File: src/rtl/fpu_pkg.sv
// Shared types and defaults for the FP writeback buffer slice.
package fpu_pkg;

  localparam int unsigned DEPTH_DEF = 4;
  localparam int unsigned RD_W_DEF  = 5;
  // Stored rd field is sized for the widest supported register index; RD_W must not exceed it.
  localparam int unsigned RD_W_MAX  = 8;

  typedef logic [31:0] fp_word_t;

  typedef struct packed {
    logic [RD_W_MAX-1:0] rd;
    fp_word_t            data;
  } entry_t;

endpackage

File: src/rtl/fpu_fwd_sel.sv
// Forwarding match-and-select over the buffered results; youngest occupied match wins.
module fpu_fwd_sel
  import fpu_pkg::*;
#(
  parameter int unsigned DEPTH = DEPTH_DEF,
  parameter int unsigned RD_W  = RD_W_DEF
) (
  input  entry_t                     entries_i [DEPTH],
  input  logic [DEPTH-1:0]           occ_i,
  input  logic [$clog2(DEPTH)-1:0]   head_i,
  input  logic [RD_W-1:0]            rs_i,
  output logic                       hit_o,
  output fp_word_t                   data_o
);

  localparam int unsigned PtrW = $clog2(DEPTH);

  logic [PtrW-1:0] idx;

  // Walk oldest to youngest so a later (younger) match overrides an earlier one.
  always_comb begin
    hit_o  = 1'b0;
    data_o = '0;
    idx    = '0;
    for (int unsigned i = 0; i < DEPTH; i++) begin
      idx = head_i + PtrW'(i);
      if (occ_i[idx] && (entries_i[idx].rd == RD_W_MAX'(rs_i))) begin
        hit_o  = 1'b1;
        data_o = entries_i[idx].data;
      end
    end
  end

endmodule

File: src/rtl/fpu_wb_buffer.sv
// FIFO of fsqrt results awaiting the FP register-file write port, with operand forwarding.
module fpu_wb_buffer
  import fpu_pkg::*;
#(
  parameter int unsigned DEPTH = DEPTH_DEF,
  parameter int unsigned RD_W  = RD_W_DEF
) (
  input  logic                     clk,
  input  logic                     rstn,
  input  logic                     in_valid,
  output logic                     in_ready,
  input  logic [RD_W-1:0]          in_rd,
  input  logic [31:0]              in_data,
  output logic                     wb_valid,
  input  logic                     wb_ready,
  output logic [RD_W-1:0]          wb_rd,
  output logic [31:0]              wb_data,
  input  logic [RD_W-1:0]          fwd_rs,
  output logic                     fwd_hit,
  output logic [31:0]              fwd_data,
  input  logic                     flush,
  output logic [$clog2(DEPTH):0]   count
);

  localparam int unsigned PtrW = $clog2(DEPTH);
  localparam int unsigned CntW = PtrW + 1;

  entry_t          mem_q [DEPTH];
  logic [PtrW-1:0] wr_ptr_q, wr_ptr_d;
  logic [PtrW-1:0] rd_ptr_q, rd_ptr_d;
  logic [CntW-1:0] count_q, count_d;
  logic            push, pop;
  logic [DEPTH-1:0] occ;
  logic [PtrW-1:0]  off;

  assign in_ready = (count_q < CntW'(DEPTH));
  assign wb_valid = (count_q != '0);
  assign push     = in_valid & in_ready;
  assign pop      = wb_valid & wb_ready;
  assign wb_rd    = RD_W'(mem_q[rd_ptr_q].rd);
  assign wb_data  = mem_q[rd_ptr_q].data;
  assign count    = count_q;

  always_comb begin
    wr_ptr_d = wr_ptr_q;
    rd_ptr_d = rd_ptr_q;
    count_d  = count_q;
    if (flush) begin
      wr_ptr_d = '0;
      rd_ptr_d = '0;
      count_d  = '0;
    end else begin
      if (push) wr_ptr_d = wr_ptr_q + PtrW'(1);
      if (pop)  rd_ptr_d = rd_ptr_q + PtrW'(1);
      unique case ({push, pop})
        2'b10:   count_d = count_q + CntW'(1);
        2'b01:   count_d = count_q - CntW'(1);
        default: count_d = count_q;
      endcase
    end
  end

  // Slot j is live when its distance from the head is below the occupancy count.
  always_comb begin
    occ = '0;
    off = '0;
    for (int unsigned j = 0; j < DEPTH; j++) begin
      off    = PtrW'(j) - rd_ptr_q;
      occ[j] = ({1'b0, off} < count_q);
    end
  end

  always_ff @(posedge clk or negedge rstn) begin
    if (!rstn) begin
      wr_ptr_q <= '0;
      rd_ptr_q <= '0;
      count_q  <= '0;
      for (int unsigned i = 0; i < DEPTH; i++) mem_q[i] <= '0;
    end else begin
      wr_ptr_q <= wr_ptr_d;
      rd_ptr_q <= rd_ptr_d;
      count_q  <= count_d;
      if (push && !flush) mem_q[wr_ptr_q] <= '{rd: RD_W_MAX'(in_rd), data: in_data};
    end
  end

  fpu_fwd_sel #(
    .DEPTH(DEPTH),
    .RD_W (RD_W)
  ) u_fwd_sel (
    .entries_i(mem_q),
    .occ_i    (occ),
    .head_i   (rd_ptr_q),
    .rs_i     (fwd_rs),
    .hit_o    (fwd_hit),
    .data_o   (fwd_data)
  );

endmodule
File: config.mk
export PLATFORM = sky130hd
export DESIGN_NAME = fpu_wb_buffer
export DESIGN_NICKNAME = d
export VERILOG_FILES = /design/src/rtl/fpu_pkg.sv /design/src/rtl/fpu_fwd_sel.sv /design/src/rtl/fpu_wb_buffer.sv
export SDC_FILE = /design/constraint.sdc
export NUM_CORES = 1
export LEC_CHECK = 0
export CORE_ASPECT_RATIO = 0.5
export CORE_MARGIN = 3
export CORE_UTILIZATION = 45
export DETAILED_ROUTE_END_ITERATION = 16
export GPL_ROUTABILITY_DRIVEN = 0
export MAX_ROUTING_LAYER = met4
export PLACE_DENSITY = 0.66
export SYNTH_ARGS = -nofsm -noshare
export SYNTH_HDL_FRONTEND = slang
export SYNTH_SLANG_ARGS = --single-unit
File: constraint.sdc
create_clock -name clk -period 7.71 [get_ports clk]
set_clock_uncertainty 0.15 [all_clocks]
set_input_delay 0.771 -clock clk [delete_from_list [all_inputs] [get_ports clk]]
set_output_delay 0.771 -clock clk [all_outputs]
set_load 0.03 [all_outputs]
==> out/qor.yml, run 1 <==
status:
  status: "finished clean"
setup_path:
  worst_ep_arrival_time_ns: 5.26
  path_cells: "xnor2_1 -> inv_1 -> ha_1 -> nor2_1 -> a2111oi_0 -> a311o_1 -> nor2_4 -> buf_4 -> nand2b_1 -> buf_4 -> o31a_1 -> clkdlybuf4s50_1"
  start_kind: "flip-flop"
  crit_type: "reg2out"
  cp_max_fo: 62
  critical_path.slowest_cell: "dfrtp_4"
  cp_common_cell: "buf_4"
  end_kind: "output port"
  cpPeakStageDelay_ns: 1.03
  required_ns: 6.79
die:
  num_io_pins: 122
  die_w_um: 228
  std_cell_rows: 39
  fp.coreArea_um2: 23600
  initial_utilization_pct: 47.2
  fp.dieArea_um2: 26800
  die_h_um: 117
pwr:
  power_density_nw_per_um2: 436
  p_leak_nw: 5.06
  ir_drop_uv: 159
global_route:
  grt_pass1_vias: 8342
  antenna_found_initial: 0
  overflow: 0
  grt_max_degree: 105
  grt_usage_pct: 22.9
  grt_pass1_wl_um: 46600
cells_and_area:
  final-seq-area_um2: 3890
  stdcell_count: 1327
  fillers: 1944
  syn_to_final_growth_pct: 17.5
  multi_input_area_um2: 6690
  fin_util_pct: 55.5
  nets: 1042
  diodes: 0
  drive_above_1_share_pct: 35.3
synth:
  synthArstFlopShare_pct: 100
  post-synth-top-count-cell: "mux2_2"
  synth-xor-area-share_pct: 2.05
  synth_nets: 970
  postSynthCellCount: 914
  synth_compound_area_share_pct: 8.61
  ys_types: 43
  synthTopCellsByArea: "dfrtp_1 35%, mux2_2 21%, mux4_2 18%, mux2i_1 3.1%, nor2_1 2.4%"
  syn_area_um2: 11100
  yosys-top-cells-count: "204 x mux2_2, 155 x dfrtp_1, 90 x mux4_2"
  synthFlopType: "dfrtp_1"
  synth-warning-count: 0
  synth_edf_count: 0
  yosysSeqAreaShare_pct: 34.8
  synthMuxAreaShare_pct: 42.0
  synth-adder-area-share_pct: 1.08
  ys_ff_latch: 155
  synth_top_family_by_area: "multiplexers"
  synthSimpleGateAreaFrac_pct: 6.20
  synth_top_area_share_pct: 34.8
  yosysTopAreaCell: "dfrtp_1"
  syn_area_per_cell_um2: 12.2
timing:
  finalSetupViolCount: 0
  setup_slack_ns: 1.53
  worst_pin_slew_ns: 1.00
  fin_crit_ns: 6.18
  period_share_pct: 80.2
  fin_hold_ws_ns: 0.284
  final_max_slew_viol_count: 0
  relSlewSlack_pct: 33.0
  finalHoldViolCount: 0
  setup_tns_ns: 0
  fmax_mhz: 162
  rsz0062_at_grt: "no"
place:
  place_ws_ns: 2.00
  numPortBuffers: 121
  post-place-cells: 1295
  hpwl_um: 17800
drt:
  vias_per_cell: 6.12
  num_vias: 8125
  ant_nets: 0
  wl_per_cell_um: 21.8
  drtIter0Drc: 658
  routed_wirelength_um: 28900
  post-route-drc-count: 0
  dr.pass1.iters: 4
clock_network:
  cts_max_path_buffers: 2
  holdBufCountCts: 0
  cts_tree: "built"
  clk_pin_slew_ns: 0.06
  cts_made_buffers: 17
  clk_latency_ns: 0.43
  cts_resized: 0
  cts_setup_buffers: 0
  clock-sinks: 155
  cts_root_buffer: "clkbuf_16"
  cts_max_level: 4
hold_path:
  hp-class: "in2async"
flow_run:
  drv_cap: 0
[state kept, by name (all words and copies together), names as in the netlist]
name / flops
wr_ptr_q: 2
mem_q: 148
rd_ptr_q: 2
count: 3
[cells by family after synthesis]
family,Yosys count
muxes,329
xor gates and xnor gates,26
adders and majority gates,9
buffers and inverters,123
and+or+nand+nor,138
DFF,155
AOI/OAI and AO/OA,134
[routing by layer]
metal / vias up / part of all wire [%] / global-route usage, %
met3: 26 / 4.3 / 3.97
met1: 4264 / 45 / 29.7
met4: 0 / 1.2 / 6.00
li1: 3628 / - / -
met2: 207 / 49 / 37.8
met5: - / 0 / -
[final timing paths]
path                                         start                    end  slack [ns]  cells past startpoint
max in group asynchronous                     rstn  mem_q[91]$_DFFE_PN0P_        5.81                      2
min in group clk             mem_q[22]$_DFFE_PN0P_  mem_q[22]$_DFFE_PN0P_        0.40                      1
min reg2reg                  mem_q[22]$_DFFE_PN0P_  mem_q[22]$_DFFE_PN0P_        0.40                      1
max                        rd_ptr_q[0]$_DFFE_PN0P_           fwd_data[31]        1.53                     12
min                                           rstn  mem_q[90]$_DFFE_PN0P_        0.28                      1
max reg2reg                   count[2]$_DFFE_PN0P_  mem_q[20]$_DFFE_PN0P_        4.94                      5
[cell usage in the layout (no fill, tap or decap), types with 3 or more instances in the layout]
| master | Yosys | final |
|---|---|---|
| mux2_2 | 204 | 204 |
| dfrtp_1 | 155 | 153 |
| clkdlybuf4s50_1 | 0 | 120 |
| mux4_2 | 90 | 90 |
| nor2_1 | 70 | 70 |
| inv_1 | 37 | 37 |
| mux2i_1 | 35 | 35 |
| o211ai_1 | 33 | 33 |
| a21oi_1 | 33 | 33 |
| and3_1 | 30 | 30 |
| a211oi_1 | 29 | 29 |
| o31a_1 | 28 | 28 |
| clkbuf_16 | 0 | 17 |
| buf_4 | 11 | 17 |
| xor2_1 | 15 | 15 |
| xnor2_1 | 11 | 11 |
| nand2b_1 | 8 | 8 |
| ha_1 | 8 | 8 |
| nand3_1 | 5 | 5 |
| nor2b_1 | 5 | 5 |
| clkbuf_8 | 0 | 5 |
| a31oi_1 | 4 | 4 |
| and2_2 | 0 | 4 |
| clkinv_2 | 0 | 4 |
| nand2_1 | 3 | 3 |
| clkbuf_1 | 38 | 3 |
| bufinv_16 | 0 | 3 |
[through the flow]
| stage | power, mW | cell area [µm²] |
|---|---|---|
| 4_1_cts | 5.73 | 13100 |
| 5_1_grt | 6.07 | 13100 |
| 6_report | 5.71 | 13100 |
| 2_1_floorplan | 3.90 | 11100 |
| 3_5_place_dp | 4.81 | 12500 |
| 3_3_place_gp | 4.72 | 12500 |
[area by class of cell]
class	count	area share, %
clock inverter	7	0.841
timing repair buffer	138	10.2
sequential	155	29.7
multi-input combinational	636	51.1
tap	328	3.14
clock buffer	25	3.86
inverter	38	1.09
[power by group]
group	internal [mW]	switching, mW
Clock	0.551	0.333
Sequential	1.19	0.460
Combinational	1.63	1.54
[critical path, delay by kind of cell, from the launching register on]
kind | cells | cell delay, ns
DFF | 1 | 1.03
adders and majority gates | 1 | 0.29
and+or+nand+nor | 3 | 0.82
buffers and inverters | 4 | 1.60
xor gates and xnor gates | 1 | 0.28
AOI/OAI and AO/OA | 3 | 0.76
No activity file was read; power rests on OpenSTA's default activity.
==> run 2, diff against run 1 <==
- clock period: 7.71 -> 6.41 ns (I/O delays scaled with it)
==> run 2 against run 1 <==
Register-to-register slack worse by 1.3 ns; sequential share of layout area up 0.057 points; flip-flop and latch count unchanged; core utilization down 0.11 points; global-route usage down 0.31 points; clock power up 22%; non-clock buffer count unchanged; combinational power up 21%; sequential power up 18%; largest power group unchanged.
==> out/qor.yml, run 2 (synthesis results as in run 1) <==
drt:
  drtIter0Drc: 578  # -12%
  dr.pass1.iters: 5  # +1
  vias_per_cell: 6.14  # +0.35%
  num_vias: 8147  # +0.27%
  wl_per_cell_um: 21.3  # -2.0%
  post-route-drc-count: 0  # unchanged
  routed_wirelength_um: 28300  # -2.1%
  ant_nets: 0  # unchanged
global_route:
  grt_pass1_vias: 8335  # -0.084%
  overflow: 0  # unchanged
  grt_pass1_wl_um: 46000  # -1.1%
  grt_usage_pct: 22.5  # -0.31 points
  antenna_found_initial: 0  # unchanged
  grt_max_degree: 112  # +6.7%
clock_network:
  cts_max_level: 4  # unchanged
  holdBufCountCts: 0  # unchanged
  cts_max_path_buffers: 2  # unchanged
  cts_setup_buffers: 0  # unchanged
  clk_latency_ns: 0.43  # about the same
  cts_made_buffers: 17  # unchanged
  clock-sinks: 155  # unchanged
  clk_pin_slew_ns: 0.06  # about the same
  cts_tree: "built"
  cts_resized: 0  # unchanged
  cts_root_buffer: "clkbuf_16"
setup_path:
  worst_ep_arrival_time_ns: 4.32  # -0.94 ns
  end_kind: "output port"
  rrSetupSlack_ns: 3.64  # -1.30 ns
  cpPeakStageDelay_ns: 0.72  # -0.31 ns
  critical_path.slowest_cell: "dfrtp_4"
  required_ns: 5.62  # -1.17 ns
  worstReg2RegEnd: "mem_q[98]$_DFFE_PN0P_"
  cp_common_cell: "buf_4"
  r2r_cells: 5  # unchanged
  start_kind: "flip-flop"
  reg2reg_from: "count[2]$_DFFE_PN0P_"
  crit_type: "reg2out"
  cp_max_fo: 61  # -1.6%
  path_cells: "buf_4 -> mux4_2 -> xor2_1 -> nor4_2 -> o211ai_1 -> buf_4 -> and3_1 -> o31a_1 -> buf_12"
pwr:
  p_total_mw: 6.87  # +20%
  p_leak_nw: 5.13  # +1.2%
  power_density_nw_per_um2: 526  # +21%
  ir_drop_uv: 170  # +7.1%
cells_and_area:
  final_area_um2: 13100  # -0.19%
  final_common_cell: "mux2_2"
  multi_input_area_um2: 6690  # unchanged
  final-seq-area_um2: 3890  # unchanged
  top_register: "mem_q"
  drive_above_1_share_pct: 38.2  # +2.8 points
  stdcell_count: 1326  # -0.075%
  largest_reg_flops: 148  # unchanged
  syn_to_final_growth_pct: 17.3
  nets: 1042  # unchanged
  final_cell_mix: "204 x mux2_2, 153 x dfrtp_1, 92 x clkdlybuf4s50_1"
  diodes: 0  # unchanged
  fillers: 1968  # +1.2%
timing:
  finalSetupViolCount: 0  # unchanged
  finalHoldViolCount: 0  # unchanged
  relSlewSlack_pct: 30.4  # -2.6 points
  setup_slack_ns: 1.30  # -0.230 ns
  fmax_mhz: 196
  final_max_slew_viol_count: 0  # unchanged
  period_share_pct: 79.8
  fin_crit_ns: 5.11
  worst_pin_slew_ns: 1.04  # +0.0352 ns
  setup_tns_ns: 0  # unchanged
  rsz0062_at_grt: "no"
place:
  post-place-cells: 1295  # unchanged
  place_ws_ns: 1.73  # -0.269 ns
  hpwl_um: 17800  # about the same
  numPortBuffers: 121  # unchanged
  dpl_cell_area_um2: 12400  # -0.26%
die:
  initial_utilization_pct: 47.2  # unchanged
  die_h_um: 117  # unchanged
  fp.dieArea_um2: 26800  # unchanged
  num_io_pins: 122  # unchanged
  std_cell_rows: 39  # unchanged
  fp.coreArea_um2: 23600  # unchanged
  die_w_um: 228  # unchanged
flow_run:
  drv_cap: 0  # unchanged
status:
  status: "finished clean"
hold_path:
  hp-class: "in2async"
run 2: where the power goes:
group	internal [mW]	switching, mW
combinational	1.95	1.90
clock	0.672	0.405
sequential	1.43	0.512
total	4.06	2.81
run 2: worst max path at each step:
stage / from / to / slack, ns / depth (start not counted)
after global routing: rd_ptr_q[1]$_DFFE_PN0P_ / fwd_data[30] / 0.94 / 8
after global placement: rd_ptr_q[1]$_DFFE_PN0P_ / fwd_data[16] / 1.82 / 9
after CTS: rd_ptr_q[1]$_DFFE_PN0P_ / fwd_data[16] / 1.25 / 9
after floorplan: rd_ptr_q[1]$_DFFE_PN0P_ / fwd_data[20] / 2.28 / 13
after detailed placement: rd_ptr_q[1]$_DFFE_PN0P_ / fwd_data[16] / 1.73 / 9
final: rd_ptr_q[1]$_DFFE_PN0P_ / fwd_data[16] / 1.30 / 9
run 2: area by class of cell:
| class | count | share of cell area (%) |
|---|---|---|
| Timing Repair Buffer | 138 | 10.0 |
| Sequential cell | 155 | 29.8 |
| Inverter | 38 | 1.09 |
| Clock buffer | 25 | 3.95 |
| Clock inverter | 6 | 0.824 |
| Multi-Input combinational cell | 636 | 51.2 |
| Tap cell | 328 | 3.14 |
run 2: per-stage QoR:
stage / util [%] / hold slack, ns
2_1_floorplan: - / 0.195
3_3_place_gp: 52.8 / 0.378
3_5_place_dp: 52.8 / 0.389
4_1_cts: 55.4 / 0.244
5_1_grt: 55.4 / 0.310
6_report: 55.4 / 0.208
run 2: worst max-delay path, delay by kind of cell (launching register included):
kind            cells  cell delay, ns
buf+inv             3            1.29
compound gates      2            0.78
flops               1            0.72
simple gates        2            0.44
mux                 1            0.42
xor+xnor            1            0.16
run 2: metal layers:
metal | GRT usage, % | up-vias | wire, µm
met5 | - | - | 0
met4 | 7.85 | 0 | 568
met3 | 2.80 | 42 | 817
met2 | 37.0 | 198 | 13800
met1 | 29.5 | 4281 | 13100
li1 | - | 3626 | -
